### src/rtl/tube_host_master.sv
// Host-side Tube bus initiator: turns single-byte register commands into host bus cycles.
// It polls the status byte for R1-R4 before the data cycle, giving up after POLL_LIMIT polls.
module tube_host_master #(
    parameter int unsigned POLL_LIMIT = 255
) (
    input  logic       h_phi2,
    input  logic       h_rst_b,
    input  logic       cmd_valid,
    output logic       cmd_ready,
    input  logic       cmd_ctrl,
    input  logic [1:0] cmd_reg,
    input  logic       cmd_write,
    input  logic [7:0] cmd_wdata,
    output logic       rsp_valid,
    output logic [7:0] rsp_data,
    output logic       rsp_err,
    output logic [2:0] h_addr,
    output logic       h_cs_b,
    output logic       h_rdnw,
    output logic [7:0] h_data_out,
    input  logic [7:0] h_data_in,
    input  logic       h_irq_b,
    output logic       host_irq
);

    typedef enum logic [1:0] {StIdle, StPoll, StData} state_e;

    // A zero limit disables the abort path entirely.
    localparam bit         PollForever = (POLL_LIMIT == 0);
    localparam logic [7:0] PollLast    = 8'(POLL_LIMIT - 1);

    state_e     state_q, state_d;
    logic [7:0] poll_cnt_q, poll_cnt_d;
    logic [1:0] cmd_reg_q, cmd_reg_d;
    logic       cmd_write_q, cmd_write_d;
    logic [7:0] cmd_wdata_q, cmd_wdata_d;
    logic [2:0] h_addr_q, h_addr_d;
    logic       h_cs_b_q, h_cs_b_d;
    logic       h_rdnw_q, h_rdnw_d;
    logic [7:0] h_data_out_q, h_data_out_d;
    logic       rsp_valid_q, rsp_valid_d;
    logic [7:0] rsp_data_q, rsp_data_d;
    logic       rsp_err_q, rsp_err_d;
    logic       host_irq_q;
    logic       poll_ok;

    // Writes wait for "not full" (bit 6), reads for "data available" (bit 7).
    assign poll_ok = cmd_write_q ? h_data_in[6] : h_data_in[7];

    always_comb begin
        state_d      = state_q;
        poll_cnt_d   = poll_cnt_q;
        cmd_reg_d    = cmd_reg_q;
        cmd_write_d  = cmd_write_q;
        cmd_wdata_d  = cmd_wdata_q;
        h_addr_d     = h_addr_q;
        h_cs_b_d     = h_cs_b_q;
        h_rdnw_d     = h_rdnw_q;
        h_data_out_d = h_data_out_q;
        rsp_valid_d  = 1'b0;
        rsp_data_d   = 8'h00;
        rsp_err_d    = 1'b0;

        case (state_q)
            StIdle: begin
                h_cs_b_d = 1'b1;
                h_rdnw_d = 1'b1;
                if (cmd_valid) begin
                    cmd_reg_d   = cmd_reg;
                    cmd_write_d = cmd_write;
                    cmd_wdata_d = cmd_wdata;
                    poll_cnt_d  = 8'd0;
                    h_cs_b_d    = 1'b0;
                    if (cmd_ctrl) begin
                        state_d  = StData;
                        h_addr_d = 3'd0;
                        h_rdnw_d = !cmd_write;
                        if (cmd_write) begin
                            h_data_out_d = cmd_wdata;
                        end
                    end else begin
                        state_d  = StPoll;
                        h_addr_d = {cmd_reg, 1'b0};
                        h_rdnw_d = 1'b1;
                    end
                end
            end
            StPoll: begin
                if (poll_ok) begin
                    state_d  = StData;
                    h_addr_d = {cmd_reg_q, 1'b1};
                    h_rdnw_d = !cmd_write_q;
                    if (cmd_write_q) begin
                        h_data_out_d = cmd_wdata_q;
                    end
                end else if (!PollForever && (poll_cnt_q == PollLast)) begin
                    state_d     = StIdle;
                    h_cs_b_d    = 1'b1;
                    h_rdnw_d    = 1'b1;
                    rsp_valid_d = 1'b1;
                    rsp_err_d   = 1'b1;
                end else begin
                    poll_cnt_d = poll_cnt_q + 8'd1;
                end
            end
            StData: begin
                state_d     = StIdle;
                h_cs_b_d    = 1'b1;
                h_rdnw_d    = 1'b1;
                rsp_valid_d = 1'b1;
                rsp_data_d  = cmd_write_q ? 8'h00 : h_data_in;
            end
            default: begin
                state_d  = StIdle;
                h_cs_b_d = 1'b1;
                h_rdnw_d = 1'b1;
            end
        endcase
    end

    always_ff @(posedge h_phi2 or negedge h_rst_b) begin
        if (!h_rst_b) begin
            state_q      <= StIdle;
            poll_cnt_q   <= 8'd0;
            cmd_reg_q    <= 2'd0;
            cmd_write_q  <= 1'b0;
            cmd_wdata_q  <= 8'h00;
            h_addr_q     <= 3'd0;
            h_cs_b_q     <= 1'b1;
            h_rdnw_q     <= 1'b1;
            h_data_out_q <= 8'h00;
            rsp_valid_q  <= 1'b0;
            rsp_data_q   <= 8'h00;
            rsp_err_q    <= 1'b0;
            host_irq_q   <= 1'b0;
        end else begin
            state_q      <= state_d;
            poll_cnt_q   <= poll_cnt_d;
            cmd_reg_q    <= cmd_reg_d;
            cmd_write_q  <= cmd_write_d;
            cmd_wdata_q  <= cmd_wdata_d;
            h_addr_q     <= h_addr_d;
            h_cs_b_q     <= h_cs_b_d;
            h_rdnw_q     <= h_rdnw_d;
            h_data_out_q <= h_data_out_d;
            rsp_valid_q  <= rsp_valid_d;
            rsp_data_q   <= rsp_data_d;
            rsp_err_q    <= rsp_err_d;
            host_irq_q   <= !h_irq_b;
        end
    end

    assign cmd_ready  = (state_q == StIdle);
    assign rsp_valid  = rsp_valid_q;
    assign rsp_data   = rsp_data_q;
    assign rsp_err    = rsp_err_q;
    assign h_addr     = h_addr_q;
    assign h_cs_b     = h_cs_b_q;
    assign h_rdnw     = h_rdnw_q;
    assign h_data_out = h_data_out_q;
    assign host_irq   = host_irq_q;

endmodule

### config.mk
export PLATFORM = sky130hd
export DESIGN_NAME = tube_host_master
export DESIGN_NICKNAME = d
export VERILOG_FILES = /design/src/rtl/tube_host_master.sv
export SDC_FILE = /design/constraint.sdc
export NUM_CORES = 1
export LEC_CHECK = 0
export BUFFER_PORTS_ARGS = -buffer_cell sky130_fd_sc_hd__buf_2
export CORE_UTILIZATION = 40
export DETAILED_ROUTE_END_ITERATION = 10
export HOLD_SLACK_MARGIN = 0.05
export PLACE_DENSITY = 0.65
export SYNTH_ARGS = -nofsm -noshare
export SYNTH_HDL_FRONTEND = slang
export SYNTH_SLANG_ARGS = --single-unit
### constraint.sdc
create_clock -name h_phi2 -period 2.8 [get_ports h_phi2]
set_clock_uncertainty 0.2 [all_clocks]
set_input_delay 0.28 -clock h_phi2 [delete_from_list [all_inputs] [get_ports h_phi2]]
set_output_delay 0.28 -clock h_phi2 [all_outputs]
set_load 0.05 [all_outputs]
Word level (Yosys, flattened, before mapping)
Cells that the tools add are included.
{"block": "op_classes", "addsub": 1, "n_eq_ne": 12, "mux": 34, "n_reduce_logical": 11}
{"op": "$mux 8", "n": 10}
{"op": "$pmux 8 s2", "n": 2}
{"op": "$ne 2x2->1 const B", "n": 6}
{"op": "$mux 1", "n": 10}
{"op": "$mux 3", "n": 3}
{"op": "$add 8x1->8 const B", "n": 1}
{"op": "$eq 8x8->1 const B", "n": 1}
{"op": "$mux 2", "n": 4}
{"op": "$pmux 1 s2", "n": 3}
{"op": "$pmux 3 s2", "n": 1}
{"op": "$reduce_and 2->1", "n": 3}
{"op": "$reduce_and 6->1", "n": 1}
{"op": "$ne 2x1->1 const B", "n": 2}
{"op": "$pmux 2 s2", "n": 1}
{"op": "$reduce_and 4->1", "n": 1}
{"op": "$logic_not 1->1", "n": 3}
{"op": "$ne 3x3->1 const B", "n": 1}
{"op": "$reduce_and 3->1", "n": 1}
{"op": "$eq 2x1->1 const B", "n": 1}
{"op": "$eq 2x2->1 const B", "n": 1}
{"op": "$logic_not 2->1", "n": 1}
{"op": "$reduce_bool 2->1", "n": 1}
{"block": "word_totals", "register_bits": 45, "input_bits": 24, "output_inout_bits": 25, "word_cells": 71}

Logic depth before layout (Yosys ltp)
Gate-level depths: netlist (run 1).
{"block": "logic_depth", "depth_word": 4, "mapped_depth": 8, "depth_no_buf": 6}

Least setup slack after synthesis (run 1)
No wires, ideal clock.
{"block": "synth_timing", "kind": "flip-flop to flip-flop", "startpoint": "register state_q[0]", "endpoint": "register h_data_out_q[3], in the netlist h_data_out[3]", "setup_time_ps": 77, "t_arrival_ps": 1941, "required_time_ps": 2523, "path_slack_ps": 581, "path_stages_with_launch": 9, "path_buffers": 2, "period_less_slack_ps": 2219, "cell_sequence": "dfrtp_1 -> inv_1 -> ha_1 -> buf_4 -> nor2_1 -> a211oi_4 -> buf_6 -> nor2_1 -> a21oi_1"}
{"block": "synth_via", "elab_chain_len": 3, "elab_cells_between_ends": 10, "cone_classes": "eq/ne (6); mux (1); reduce/logical (3)"}
{"element": "start: declaration", "line": "32", "source": "state_e state_q, state_d;"}
{"element": "start signal: assignment", "line": "123", "source": "state_q <= StIdle;"}
{"element": "start signal: assignment", "line": "137", "source": "state_q <= state_d;"}
{"element": "$logic_not 2->1 (*)"}
{"element": "named net cmd_ready", "line": "9", "source": "output logic cmd_ready,"}
{"element": "$ne 2x1->1 (no source line) (tied with other cells)"}
{"element": "$reduce_and 6->1 (no source line)"}
{"element": "end signal: assignment", "line": "145", "source": "h_data_out_q <= h_data_out_d;"}
{"element": "end: declaration", "line": "40", "source": "logic [7:0] h_data_out_q, h_data_out_d;"}
Mark *: on every way through the listed nets, which the timed path passes. The rest lies on a longest branch.
A chain may end at the register's enable or synchronous reset.

Final worst setup path (run 1)
{"block": "layout_timing", "startpoint": "register state_q[1]", "endpoint": "register poll_cnt_q[2]"}
{"block": "layout_via", "elab_chain_len": 3, "elab_cells_between_ends": 8, "cone_classes": "eq/ne (4); mux (1); reduce/logical (3)"}
{"element": "$eq 2x1->1 or $logic_not 2->1 (tied branches)", "line": "64", "source": "case (state_q)"}
{"element": "$ne 2x2->1 (no source line) or $reduce_bool 2->1 (tied branches)"}
{"element": "$reduce_and 4->1 (no source line)"}
{"element": "end signal: assignment", "line": "138", "source": "poll_cnt_q <= poll_cnt_d;"}
{"element": "end: declaration", "line": "33", "source": "logic [7:0] poll_cnt_q, poll_cnt_d;"}
Several ways; a longest one is shown, not always the timed one.

==> results of run 1 <==
cells in the final DEF, fill, tap and decap left out, drive strengths merged:
cell type / n
a211oi: 1
a21boi: 4
a21oi: 14
a2bb2oi: 1
a311o: 1
a31oi: 4
and2: 8
and3: 1
and3b: 1
buf: 50
bufinv: 1
clkbuf: 6
clkinv: 1
dfrtp: 43
dfstp: 2
dlygate4sd3: 20
ha: 5
inv: 11
mux2: 14
mux2i: 9
nand2: 10
nand2b: 2
nand3: 5
nand3b: 3
nand4: 4
nor2: 19
nor2b: 3
nor3b: 2
o2111ai: 2
o211ai: 1
o21a: 2
o21ai: 9
o22ai: 3
o2bb2ai: 1
o31a: 1
o31ai: 2
or2: 1
worst reg2reg max path: stages, from the launching register on:
cell	delay, ps
dfrtp_1	400
inv_1	90
ha_1	400
buf_4	260
nand4_1	100
o21ai_0	480
o21ai_0	170
o21ai_0	100
repair_timing:
item | in CTS | in global routing
hold endpoints to repair | 62 | 0
hold buffers | 20 | 0
gates resized for setup | 0 | 0
final timing paths:
check | end | startpoint | slack [ps] | cells past startpoint
setup / recovery | poll_cnt_q[2] | state_q[1] | 510 | 7
hold / removal | rsp_data[6] | h_data_in[6] | 70 | 2
setup reg to reg | poll_cnt_q[2] | state_q[1] | 510 | 7
hold reg to reg | h_rdnw | h_rdnw | 290 | 2
max in group asynchronous | poll_cnt_q[3] | h_rst_b | 1300 | 2
min in group asynchronous | cmd_reg_q[1] | h_rst_b | 480 | 2
power by group:
group	leakage (nW)	switching [mW]	internal, mW
registers	0.560	0.149	0.896
logic	0.641	0.953	0.467
clock network	0.0554	0.223	0.268
state kept, by name (all words and copies together), names as in the netlist:
register and count:
cmd_write_q 1, h_rdnw 1, cmd_reg_q 2, state_q 2, poll_cnt_q 8, h_cs_b 1, rsp_valid 1, rsp_data 8
h_data_out 8, rsp_err 1, host_irq 1, h_addr 3, cmd_wdata_q 8
cell type report:
class,instances,area (um2),share of cell area
repair buffers,70,455,0.164
clock inverters,2,38.8,0.0140
flip-flops and latches,45,1130,0.406
inverters,11,41.3,0.0149
multi-input cells,133,953,0.343
clock buffers,6,72.6,0.0261
well taps,70,87.6,0.0315
kinds of logic (layout without fill, tap and decap cells):
group	after synthesis	in the layout	synth area share
simple gates	59	59	0.145
buf+inv	19	89	0.0420
mux	23	23	0.120
fa+ha+maj	5	5	0.0288
flops	45	45	0.519
compound gates	46	46	0.145
metal layers:
layer / routed length, um / track usage / vias to the layer above
li1: - / - / 831
met1: 2140 / 0.243 / 841
met2: 2160 / 0.296 / 49
met3: 208 / 0.0397 / 5
met4: 56 / 0.0720 / 0
met5: 0 / 0 / -
stage by stage:
stage	total power, mW	setup WS, ps	util	instances	hold WS, ps
after floorplan	2.16	581	-	197	-216
after global placement	2.44	597	0.477	309	222
after detailed placement	2.46	551	0.477	309	226
after CTS	2.97	538	0.537	337	62.1
after global routing	3.15	323	0.537	337	76.6
final	2.96	511	0.537	337	70.0
==> flow_summary.ini, run 1 <==
[cts]
post_cts_buffers = 0
cts_sinks = 45
ctsHtreeMaxLevel = 2
cts_tree = done
cts_max_path_buffers = 2
clk_pin_slew_ps = 100
cts_buffers = 5
insertion_delay_ps = 300
cts_root_buf = clkbuf_8

[critical_path]
setup.worst_path.end_class = flip-flop
cp_common_cell = o21ai_0
critical-path-top-delay-family = compound AO/OA/AOI/OAI gates
cp-start-kind = flip-flop
crit_slowest_cell = o21ai_0
crit_type = reg -> reg
critPathMaxFanout = 12
cp_num_buf_inv = 2
slowest_delay_ps = 480
cp.required_ps = 2810
crit_arrival_ps = 2300
path_cells = inv_1, ha_1, buf_4, nand4_1, o21ai_0, o21ai_0, o21ai_0

[logic_synthesis]
synth_top_area_share = 0.495
synth.yosys.seq_area_share = 0.519
syn_inst = 197
async_reset_ff_frac = 1.00
synth_flop_cell = dfrtp_1
synth_edf_count = 0
post-synth-top-area-cell = dfrtp_1
ys_ff_latch = 45
ys_warn_count = 0
synth_nets = 226
synth_area_per_cell_um2 = 11.0
ys_top_cells_by_area = dfrtp_1 50%, mux2_2 6.7%, mux2i_1 3.7%
ys_types = 44
yosysMostFrequentCell = dfrtp_1
synth_common_cells = 43 x dfrtp_1, 19 x nor2_1, 13 x a21oi_1, 13 x mux2_2, 11 x inv_1
syn_area_um2 = 2170

[grt]
grt_overflow = 0
grtUsageTotal = 0.184
grt_pass1_vias = 1641
grt_pass1_wl_um = 7730
antenna_found_initial = 0
grt_max_degree = 46

[floorplan]
fp.dieW_um = 75.7
core_um2 = 5170
die_h_um = 75.7
row_count = 26
dieArea_um2 = 5730
io_pins = 49
initial_utilization = 0.420

[placement]
place_hpwl_um = 3070
portBuffers = 48
placed_cell_area_um2 = 2470
place_congestion = 0.791

[route]
vias = 1726
via_per_inst = 5.12
drc = 0
wl_um = 4570
ant_nets = 0
drt-wirelength-per-cell_um = 13.6
firstDrtPassIters = 4
drtIter0Drc = 92

[sta]
period_needed_ps = 2290
worst_pin_slew_ps = 989
max_slew_margin = 0.341
rsz0062_at_grt = no
slew_violations = 0
fin_crit_sh = 0.817
setup_viol = 0
tns_ps = 0
fmax_ghz = 0.437
finalHoldViolations = 0

[final_layout]
postLayoutCellArea_um2 = 2780
area_delta_synth_final_pct = 27.8
fin_nets = 295
drive_gt1_frac = 0.300
antenna_cells = 0
nFillCells = 473

[min_path]
hold_class = in -> reg

[run_status]
status = finished, final reports clean

[job]
drv_cap = 0

[power_and_ir_drop]
p_leak_nw = 1.26
ir_drop_mv = 0.616
powerDensity_nw_per_um2 = 1060
(Power assumes the default switching activity.)
==> run 2: changes to the inputs <==
--- a/config.mk
+++ b/config.mk
@@ -5,11 +5,12 @@
 export SDC_FILE = /design/constraint.sdc
 export NUM_CORES = 1
 export LEC_CHECK = 0
+export ABC_AREA = 1
 export BUFFER_PORTS_ARGS = -buffer_cell sky130_fd_sc_hd__buf_2
 export CORE_UTILIZATION = 40
 export DETAILED_ROUTE_END_ITERATION = 10
 export HOLD_SLACK_MARGIN = 0.05
-export PLACE_DENSITY = 0.65
+export PLACE_DENSITY = 0.68
 export SYNTH_ARGS = -nofsm -noshare
 export SYNTH_HDL_FRONTEND = slang
 export SYNTH_SLANG_ARGS = --single-unit
==> constraint.sdc (replaced) <==
create_clock -name h_phi2 -period 1.9 [get_ports h_phi2]
set_clock_uncertainty 0.2 [all_clocks]
set_input_delay 0.19 -clock h_phi2 [delete_from_list [all_inputs] [get_ports h_phi2]]
set_output_delay 0.19 -clock h_phi2 [all_outputs]
set_load 0.05 [all_outputs]
==> run 2 against run 1 <==
Power up 35%. Highest routed layer unchanged. Critical path depth up 1. Via count up 0.64%. Final area about the same. Worst hold slack better by 65 ps. Area after synthesis down 2.6%.
==> flow_summary.ini, run 2 <==
[cts]
cts_root_buf = clkbuf_8
ctsHtreeMaxLevel = 2
cts_max_path_buffers = 2
cts_tree = done
cts_sinks = 45
cts_buffers = 5
clk_pin_slew_ps = 80
insertion_delay_ps = 300

[critical_path]
critPathMaxFanout = 26
setup.worst_path.end_class = flip-flop
reg2regPathDepth = 8
cp_num_buf_inv = 3
cp_common_cell = nand2_1
cp_num_cells = 8
path_cells = inv_1, ha_1, buf_12, nand2_1, nand3_4, inv_1, nand2_1, nand2_1
cp.required_ps = 1890
crit_arrival_ps = 1730
r2r-start = state_q[1]
rrSetupSlack_ps = 160
cp-startpoint = state_q[1]
cp-start-kind = flip-flop
critical-path-top-delay-family = flip-flops
r2r_end = poll_cnt_q[7]
crit_type = reg -> reg
crit_slowest_cell = dfrtp_1
cp-endpoint = poll_cnt_q[7]
slowest_delay_ps = 410

[grt]
grt.busiest_layer = met2
grt_pass1_vias = 1557
grtUsageTotal = 0.170
antenna_found_initial = 0
use_met2 = 0.280
use_met3 = 0.0442
grt_max_degree = 46
grt_overflow = 0
grt_pass1_wl_um = 7130
grt_util_met1 = 0.225

[logic_synthesis]
ys_types = 24
synth_edf_count = 0
ys_ff_latch = 45
synth_fa_ha_area_frac = 0.0296
async_reset_ff_frac = 1.00
synth_nets = 272
synth-xor-area-share = 0
ys_warn_count = 0
synth_common_cells = 74 x nand2_1, 43 x dfrtp_1, 31 x inv_1, 18 x nor2_1, 16 x o21ai_0
synth_area_per_cell_um2 = 8.71
synth_top_family_by_area = simple AND/OR/NAND/NOR gates
ys_top_cells_by_area = dfrtp_1 51%, nand2_1 13%, inv_1 5.5%
yosysMostFrequentCell = nand2_1
post-synth-top-area-cell = dfrtp_1
syn_area_um2 = 2120
synth.yosys.seq_area_share = 0.533
synth_top_area_share = 0.509
muxShareOfSynthArea = 0
synth_compound_area_frac = 0.157
syn_inst = 243
yosys.area_share.simple = 0.202
synth_flop_cell = dfrtp_1

[final_layout]
postLayoutCellArea_um2 = 2780
area_delta_synth_final_pct = 31.2
fin_nets = 346
drive_gt1_frac = 0.252
antenna_cells = 0
final_cell_mix = 74 x nand2_1, 48 x buf_2, 43 x dfrtp_1, 31 x inv_1, 22 x dlygate4sd3_1
nFillCells = 458
final_common_cell = nand2_1
finalCoreUtilization = 0.543

[power_and_ir_drop]
power_mw = 3.98
ir_drop_mv = 0.937
powerDensity_nw_per_um2 = 1430
p_leak_nw = 1.42

[run_status]
status = finished, final reports clean

[floorplan]
initial_utilization = 0.414
dieArea_um2 = 5580
core_um2 = 5110
io_pins = 49
die_h_um = 74.7
row_count = 26
fp.dieW_um = 74.7

[placement]
place_congestion = 0.776
placed_cell_area_um2 = 2440
place_ws_ps = 94.6
portBuffers = 48
place_hpwl_um = 2720

[sta]
max_slew_margin = 0.635
period_needed_ps = 1740
slew_violations = 0
finalHoldViolations = 0
tns_ps = 0
fin_crit_sh = 0.916
setup_viol = 0
setup_slack_ps = 159
fmax_ghz = 0.574
rsz0062_at_grt = no
worst_pin_slew_ps = 548

[route]
via_per_inst = 4.48
ant_nets = 0
drt-wirelength-per-cell_um = 10.8
wl_um = 4180
vias = 1737
drc = 0
firstDrtPassIters = 4
drtIter0Drc = 65

[min_path]
hold_class = in -> reg

[job]
drv_cap = 0
-- run 2: cell types whose count changed in the layout (fill, tap and decap cells not counted), sizes merged, moves of 4 or more --
cell	before	now
mux2i	9	0
a31oi	4	0
a21boi	4	0
mux2	14	0
a21oi	14	5
inv	11	33
o21ai	9	32
o21a	2	11
and2	8	0
nand2	10	77
-- run 2: per-layer routing --
layer | wire (um) | vias up | share of wire
li1 | - | 915 | -
met1 | 1920 | 784 | 0.46
met2 | 2060 | 33 | 0.49
met3 | 144 | 5 | 0.034
met4 | 48 | 0 | 0.011
met5 | 0 | - | 0
-- run 2: worst min path at each step --
stage	start	endpoint	slack, ps	cells past startpoint
2_1_floorplan	h_rst_b	cmd_reg_q[0]	-310	0
3_3_place_gp	h_rst_b	rsp_data[0]	100	2
3_5_place_dp	h_rst_b	rsp_data[0]	110	2
4_1_cts	cmd_valid	state_q[0]	100	6
5_1_grt	cmd_valid	state_q[1]	160	5
6_report	cmd_valid	state_q[0]	130	6
-- run 2: power by group --
part           leakage (nW)  total (mW)  switching (mW)  internal, mW
clock                0.0549       0.665           0.329         0.336
sequential            0.581        1.44           0.156          1.28
combinational         0.782        1.88            1.35         0.527
-- run 2: timing repair --
action                                 4_1_cts  5_1_grt
setup buffers                                0        0
hold buffers                                22        0
endpoints found under the hold margin       70        0
setup endpoints to repair                    0       15
gates resized for setup                      0        2
-- run 2: cell families (layout without fill, tap and decap cells) --
group | count (synthesis) | count (layout)
and+or+nand+nor | 104 | 104
adders and majority gates | 5 | 5
buffers and inverters | 38 | 113
DFF | 45 | 45
AOI/OAI and AO/OA | 51 | 51
-- run 2: area by class of cell --
type	instances	area (um2)	share of cell area
timing repair buffer	73	495	0.179
multi-input combinational	160	836	0.301
inverter	32	123	0.0442
clock inverter	1	8.76	0.00316
tap	70	87.6	0.0316
clock buffer	7	96.3	0.0347
sequential	45	1130	0.407
-- run 2: tightest hold or removal path: cells and delay by family --
kind | cells | cell delay, ps
simple gates | 4 | 240
buf+inv | 2 | 150
-- run 2: per-stage QoR --
| step | hold slack, ps | instances |
|---|---|---|
| finish | 135 | 388 |
| CTS | 97.5 | 388 |
| global route | 162 | 388 |
| detailed placement | 110 | 358 |
| floorplan | -306 | 243 |
| global placement | 102 | 358 |
